<file path="src/rtl/arbiter_rr_1hot_pkg.sv">
// ---------------------------------------------------------------------------
// arbiter_rr_1hot_pkg
//   Shared types and sizing helpers for the round-robin one-hot arbiter.
//   - arb_state_t : two-state controller encoding (IDLE, GRANT)
//   - clog2_min1  : ceil(log2(n)), never less than 1, so that index, pointer
//                   and hold-counter vectors always have at least one bit
// ---------------------------------------------------------------------------
package arbiter_rr_1hot_pkg;

  typedef enum logic {
    IDLE  = 1'b0,
    GRANT = 1'b1
  } arb_state_t;

  function automatic int clog2_min1(input int n);
    return (n <= 2) ? 1 : $clog2(n);
  endfunction

endpackage

</file>
<file path="src/rtl/rr_pick_1hot.sv">
// ---------------------------------------------------------------------------
// rr_pick_1hot
//   Combinational round-robin selector. Finds the first set bit of req when
//   scanning upward from position ptr, wrapping from INPUTS-1 back to 0.
//
//   Ports
//     req      in  [INPUTS-1:0]  request vector
//     ptr      in  [IW-1:0]      scan start position (must be < INPUTS)
//     pick     out [INPUTS-1:0]  one-hot winner, all-zero if req is zero
//     pick_idx out [IW-1:0]      binary index of the winner, 0 if none
// ---------------------------------------------------------------------------
module rr_pick_1hot
  import arbiter_rr_1hot_pkg::*;
#(
  parameter int INPUTS = 4,
  parameter int IW     = clog2_min1(INPUTS)
) (
  input  logic [INPUTS-1:0] req,
  input  logic [IW-1:0]     ptr,
  output logic [INPUTS-1:0] pick,
  output logic [IW-1:0]     pick_idx
);

  localparam logic [INPUTS-1:0] ONE = INPUTS'(1);

  logic [2*INPUTS-1:0] req_dbl;
  logic [2*INPUTS-1:0] req_shr;
  logic [INPUTS-1:0]   req_rot;
  logic [INPUTS-1:0]   lsb_rot;
  logic [2*INPUTS-1:0] lsb_dbl;
  logic [2*INPUTS-1:0] lsb_shl;
  logic [IW-1:0]       idx_terms [INPUTS];

  // Rotating a doubled copy avoids a variable-width wrap term: the low half
  // of {x,x} >> p is x rotated right by p, the high half of {x,x} << p is x
  // rotated left by p.
  assign req_dbl = {req, req};
  assign req_shr = req_dbl >> ptr;
  assign req_rot = req_shr[INPUTS-1:0];

  // Two's-complement trick isolates the lowest set bit of the rotated vector.
  assign lsb_rot = req_rot & (~req_rot + ONE);

  assign lsb_dbl = {lsb_rot, lsb_rot};
  assign lsb_shl = lsb_dbl << ptr;
  assign pick    = lsb_shl[2*INPUTS-1:INPUTS];

  // One-hot to binary: each lane contributes its own index when selected.
  generate
    for (genvar gi = 0; gi < INPUTS; gi++) begin : g_idx
      assign idx_terms[gi] = pick[gi] ? IW'(gi) : '0;
    end
  endgenerate

  always_comb begin
    pick_idx = '0;
    for (int i = 0; i < INPUTS; i++) begin
      pick_idx = pick_idx | idx_terms[i];
    end
  end

endmodule

</file>
<file path="src/rtl/arbiter_rr_1hot.sv">
// ---------------------------------------------------------------------------
// arbiter_rr_1hot
//   Registered round-robin arbiter producing the one-hot select of a
//   one-hot mux with default output. A grant is held for a whole transfer
//   and released on the last accepted beat, on request withdrawal, or when
//   the optional hold limit expires. On release the arbiter re-arbitrates
//   in the same cycle, so back-to-back grants have no idle bubble.
//
//   Parameters
//     INPUTS    number of requesters (1..32)
//     MAX_HOLD  cycles a grant may be held before forced release; 0 = off
//
//   Ports
//     clk        in   clock, rising edge
//     rst        in   synchronous active-high reset
//     req        in   [INPUTS-1:0] level-sensitive requests
//     ready      in   consumer accepts the current beat
//     last       in   current beat is final (qualified by ready)
//     gnt        out  [INPUTS-1:0] registered one-hot grant, zero when idle
//     gnt_valid  out  registered, OR of gnt
//     gnt_idx    out  binary index of the grant, 0 when idle
//     timeout    out  one-cycle pulse after a release forced by the limit
// ---------------------------------------------------------------------------
module arbiter_rr_1hot
  import arbiter_rr_1hot_pkg::*;
#(
  parameter int INPUTS   = 4,
  parameter int MAX_HOLD = 0
) (
  input  logic                           clk,
  input  logic                           rst,
  input  logic [INPUTS-1:0]              req,
  input  logic                           ready,
  input  logic                           last,
  output logic [INPUTS-1:0]              gnt,
  output logic                           gnt_valid,
  output logic [clog2_min1(INPUTS)-1:0]  gnt_idx,
  output logic                           timeout
);

  localparam int IW = clog2_min1(INPUTS);
  localparam int HW = clog2_min1(MAX_HOLD);

  localparam logic [IW-1:0] LAST_IDX  = IW'(INPUTS - 1);
  localparam logic [HW-1:0] HOLD_LAST = (MAX_HOLD > 0) ? HW'(MAX_HOLD - 1) : '0;

  arb_state_t          state_reg;
  logic [INPUTS-1:0]   gnt_reg;
  logic                gnt_valid_reg;
  logic [IW-1:0]       gnt_idx_reg;
  logic [IW-1:0]       ptr_reg;
  logic [HW-1:0]       hold_reg;
  logic                timeout_reg;

  logic [IW-1:0]       ptr_after;
  logic [IW-1:0]       pick_ptr;
  logic [INPUTS-1:0]   pick;
  logic [IW-1:0]       pick_idx;
  logic                any_pick;
  logic                req_held;
  logic                done_beat;
  logic                hold_expired;
  logic                normal_release;
  logic                release_now;
  logic [HW-1:0]       hold_inc;

  // Pointer value that makes the current holder the lowest priority.
  assign ptr_after = (gnt_idx_reg == LAST_IDX) ? '0 : gnt_idx_reg + IW'(1);

  // While a grant is active the selector is only consulted on release, and
  // then it must already see the advanced pointer; in IDLE it uses ptr_reg.
  assign pick_ptr = (state_reg == GRANT) ? ptr_after : ptr_reg;

  rr_pick_1hot #(
    .INPUTS (INPUTS),
    .IW     (IW)
  ) u_pick (
    .req      (req),
    .ptr      (pick_ptr),
    .pick     (pick),
    .pick_idx (pick_idx)
  );

  assign any_pick = |pick;

  // gnt_reg is one-hot on the holder, so masking avoids indexing req by a
  // binary index that may be wider than the request vector needs.
  assign req_held       = |(req & gnt_reg);
  assign done_beat      = ready & last;
  assign hold_expired   = (MAX_HOLD != 0) && (hold_reg == HOLD_LAST);
  assign normal_release = done_beat | ~req_held;
  assign release_now    = normal_release | hold_expired;

  assign hold_inc = ((MAX_HOLD == 0) || (hold_reg == HOLD_LAST)) ? hold_reg
                                                                   : hold_reg + HW'(1);

  always_ff @(posedge clk) begin
    if (rst) begin
      state_reg     <= IDLE;
      gnt_reg       <= '0;
      gnt_valid_reg <= 1'b0;
      gnt_idx_reg   <= '0;
      ptr_reg       <= '0;
      hold_reg      <= '0;
      timeout_reg   <= 1'b0;
    end else begin
      case (state_reg)
        IDLE: begin
          timeout_reg <= 1'b0;
          if (|req) begin
            gnt_reg       <= pick;
            gnt_idx_reg   <= pick_idx;
            gnt_valid_reg <= 1'b1;
            hold_reg      <= '0;
            state_reg     <= GRANT;
          end
        end

        GRANT: begin
          if (release_now) begin
            ptr_reg       <= ptr_after;
            gnt_reg       <= pick;
            gnt_idx_reg   <= pick_idx;
            gnt_valid_reg <= any_pick;
            hold_reg      <= '0;
            // A coincident normal release masks the forced one.
            timeout_reg   <= hold_expired & ~normal_release;
            state_reg     <= any_pick ? GRANT : IDLE;
          end else begin
            hold_reg    <= hold_inc;
            timeout_reg <= 1'b0;
          end
        end

        default: begin
          state_reg     <= IDLE;
          gnt_reg       <= '0;
          gnt_valid_reg <= 1'b0;
          gnt_idx_reg   <= '0;
          timeout_reg   <= 1'b0;
        end
      endcase
    end
  end

  assign gnt       = gnt_reg;
  assign gnt_valid = gnt_valid_reg;
  assign gnt_idx   = gnt_idx_reg;
  assign timeout   = timeout_reg;

endmodule

</file>
<file path="config.mk">
export PLATFORM = sky130hd
export DESIGN_NAME = arbiter_rr_1hot
export DESIGN_NICKNAME = d
export VERILOG_FILES = /design/src/rtl/arbiter_rr_1hot_pkg.sv /design/src/rtl/rr_pick_1hot.sv /design/src/rtl/arbiter_rr_1hot.sv
export SDC_FILE = /design/constraint.sdc
export NUM_CORES = 1
export LEC_CHECK = 0
export BUFFER_PORTS_ARGS = -buffer_cell sky130_fd_sc_hd__buf_2
export CORE_UTILIZATION = 45
export DETAILED_ROUTE_END_ITERATION = 10
export PLACE_DENSITY = 0.73
export SLEW_MARGIN = 20
export SYNTH_ARGS = -nofsm -noshare
export SYNTH_HDL_FRONTEND = slang
export SYNTH_SLANG_ARGS = --single-unit
</file>
<file path="constraint.sdc">
create_clock -name clk -period 1.7 [get_ports clk]
set_input_delay 0 -clock clk [delete_from_list [all_inputs] [get_ports clk]]
set_output_delay 0 -clock clk [all_outputs]
set_load 0.01 [all_outputs]
</file>
==> results list <==
- Time the worst path needs with I/O delays and setup: 1.61 ns
- Total placed cells including tap cells: 103
- The net count of the finished layout is 103.
* Number of register bits inferred by synthesis: 10
- Summed over all nets, the half-perimeter wirelength after detailed placement is 1100 µm.
* Largest register FFs: 4
* Number of vias per cell after detailed routing: 5.52
* Worst reg2reg endpoint: gnt[2]$_SDFFE_PP0P_
* Register share of total power: 38.2%
* Die width: 39.5 µm
- CTS tree: done
- Counting both buffers and inverters, the worst setup path holds a total of 0.
- Overall routed net length: 1410 µm
* Portion of the post-synthesis area used by sequential elements: 31.7%
* Final antenna-violating net count: 0
- Entering global routing, the biggest net connects 10 pins.
- The clock reaches the later pin of the worst-skew pair after 0.26 ns.
* Number of fill cells in the layout: 123
- Number of buffers between clock root and the deepest sink: 2
- The core region is 0.00130 mm².
- The path with the worst hold slack has its endpoint at gnt_idx[0]$_SDFFE_PP0P_.
- The kind of cell with the highest combined delay along the critical path is multiplexers.
* Worst IR Drop VDD: 0.578 mV
- Number of global-route vias before repair: 501
- Total routing usage reported by global routing: 21.9%
- Clock-pin slew was measured on the worst setup and hold paths at 0.06 ns.
* CTS H-tree lvls: 1
- Count of max-cap constraint violations: 0
* Final number of setup-violating endpoints: 0
- Post-Synthesis Net Count: 82
* Average wire per standard cell: 13.1 µm
- Run status: finished, final reports clean
- Worst path slowest cell: dfxtp_2
- Total clock sinks: 10
- Final-layout worst hold slack: 0.0279 ns
- Count of TritonRoute iterations in the first routing pass: 4
* Switching component of the power: 0.000231 W
- Overflow left after global routing: 0
- Compared with the post-synthesis result, the final layout area differs by 25.3%.
- Combinational logic is responsible for 33.7% of the overall power.
- Element type at the critical path end: flop
* Internal Power: 0.000518 W
* Cells on worst reg2reg path: 6
- The library cells used most frequently in the layout, excluding fill and tap cells, are buf_2, a21oi_1, dfxtp_1.
- Data on the critical path is required at its endpoint by 1.91 ns.
- Derived from the worst setup path, the maximum achievable clock frequency is 622 MHz.
- For this run, design rule violations remaining after detail routing come to 0.
* Die area: 0.00156 mm²
- Summing all multi-input logic gate instances after layout gives 400 µm².
* Element type at the critical path start: flop
- Final period util: 94.5%
- Launch point of the worst hold path: rst
- The detailed router placed 596 vias in this run.
- Registers take 203 µm².
- Launching point of the worst reg2reg path: gnt_idx[0]$_SDFFE_PP0P_
* Die Height: 39.5 µm
- The number of antenna diodes in the final layout is 0.
- At the worst endpoint, the arrival time is 1.81 ns.
- The first global-routing pass estimated 2190 µm of wire.
* Fraction of layout cells with a size suffix above 1: 41.9%
- After floorplanning, the core was divided into 13 placement rows.
- The number of hold-slack violations in the final timing report was 0.
- Post-synth design cell area: 632 µm²
* Cells after synthesis: 73
- In this run the worst hold path is classified as in -> reg.
* CTS Root Buffer Type: clkbuf_4
- Yosys warns: 0
- In this run the power density over the cells is 946 mW/mm².
- The total count of max-transition violations in the final report came to 0.
- On the worst path, the slowest cell contributes a delay of 0.33 ns.
- Buffers placed on the I/O ports in this run total 14.
- 16 I/O pins were placed.
- Worst-path maximum fanout: 3
- Final Skew: 0.000223 ns
- For this run, the number of standard cells in the final layout without fillers is 108.
- Leaving out fill and tap cells, the most frequent cell in the layout is buf_2.
* Num CTS Buffers: 3
- Fraction of power spent switching nets: 30.8%
- Dividing the synthesized area by the synthesized cell count gives 8.66 µm².
* Ordered list of cells on the worst path: ha_4 > mux2_4 > nor4b_2 > o31ai_1 > mux2_2 > nor2_2
- Instance count along the most critical hold path: 2
- Number of antenna violations at the first check in global routing: 0
* Initial Util: 48.6%
- Kind of critical path: reg -> reg
- The clock network is responsible for 28.1% of the overall power.
- First-iteration detailed-routing DRC count: 5
* Number of distinct library cells after synthesis: 37
- The setup check on the worst reg-to-reg path leaves a slack of 0.09 ns.
* Placer's final routability congestion estimate: 0.810
* Total leakage power: 0.343 nW
[synthesized netlist by cell type (all sizes together)]
library cell,instances,share of area [%]
a21boi,1,1.2
a21oi,11,9.9
a22oi,3,4.4
a311oi,1,1.4
a31oi,1,0.99
a41o,1,1.6
and2,1,0.99
buf,5,6.1
conb,1,0.59
dfxtp,10,32
ha,1,2.0
inv,3,1.8
mux2,2,4.2
mux2i,3,4.8
nand2,3,1.8
nand2b,3,3.0
nor2,7,5.7
nor3,1,0.79
nor3b,1,2.0
nor4b,1,1.4
o2111ai,2,2.8
o211ai,1,1.2
o21ai,5,4.0
o22ai,1,0.99
o31ai,1,1.2
or2,1,0.99
or3,1,0.99
or4,1,1.8
[cells by family after synthesis]
logic type	count (synthesis)	share of synthesized area, %
buffers and inverters	8	7.92
muxes	5	8.91
and+or+nand+nor	20	19.4
other	1	0.593
adders and majority gates	1	1.98
AOI/OAI and AO/OA	28	29.5
DFF	10	31.7
[cell type report]
class | instances | area share, %
sequential | 10 | 25.6
inverter | 3 | 1.42
clock buffer | 4 | 4.58
multi-input combinational | 55 | 50.6
tap | 15 | 2.37
timing repair buffer | 21 | 15.5
[metrics by stage]
stage	util, %	TNS, ns	area (µm²)	worst slack (ns)	power (W)
final	60.9	0	792	0.0932	0.000749
after global routing	60.9	-0.000265	792	-0.000265	0.000800
after CTS	59.2	0	771	0.00291	0.000745
after detailed placement	56.4	0	734	0.0216	0.000531
after global placement	56.4	0	734	0.0634	0.000525
after floorplan	-	0	639	0.0312	0.000449
[metal layers]
metal	part of all wire, %	wire length (µm)	global-route usage, %	up-vias
li1	-	-	-	310
met1	43	613	25.2	272
met2	51	728	36.1	12
met3	4.2	59	8.52	2
met4	0.92	13	7.76	0
met5	0	0	0	-
[worst max path at each step]
stage                                        from                  end  slack, ns  depth (start not counted)
after floorplan           gnt_idx[0]$_SDFFE_PP0P_  gnt[2]$_SDFFE_PP0P_       0.03                          6
after detailed placement  gnt_idx[0]$_SDFFE_PP0P_  gnt[2]$_SDFFE_PP0P_       0.02                          6
after global routing      gnt_idx[0]$_SDFFE_PP0P_  gnt[3]$_SDFFE_PP0P_    -0.0003                          7
after global placement    gnt_idx[0]$_SDFFE_PP0P_  gnt[2]$_SDFFE_PP0P_       0.06                          6
after CTS                 gnt_idx[1]$_SDFFE_PP0P_  gnt[2]$_SDFFE_PP0P_      0.003                          6
final                     gnt_idx[0]$_SDFFE_PP0P_  gnt[2]$_SDFFE_PP0P_       0.09                          6
[power by group through the flow]
stage	Clock [W]	Combinational [W]	Sequential, W
after floorplan	0	0.000156	0.000293
after global placement	0	0.000239	0.000286
after detailed placement	0	0.000243	0.000287
after CTS	0.000218	0.000244	0.000282
after global routing	0.000231	0.000279	0.000290
final	0.000210	0.000253	0.000286
[timing repair]
item / 4_1_cts / 5_1_grt
hold buffers: 0 / 0
buffers inserted: 0 / 1
gates resized for setup: 0 / 2
endpoints found under the setup margin: 0 / 2
Note: power is estimated with default switching activity, not from simulation.
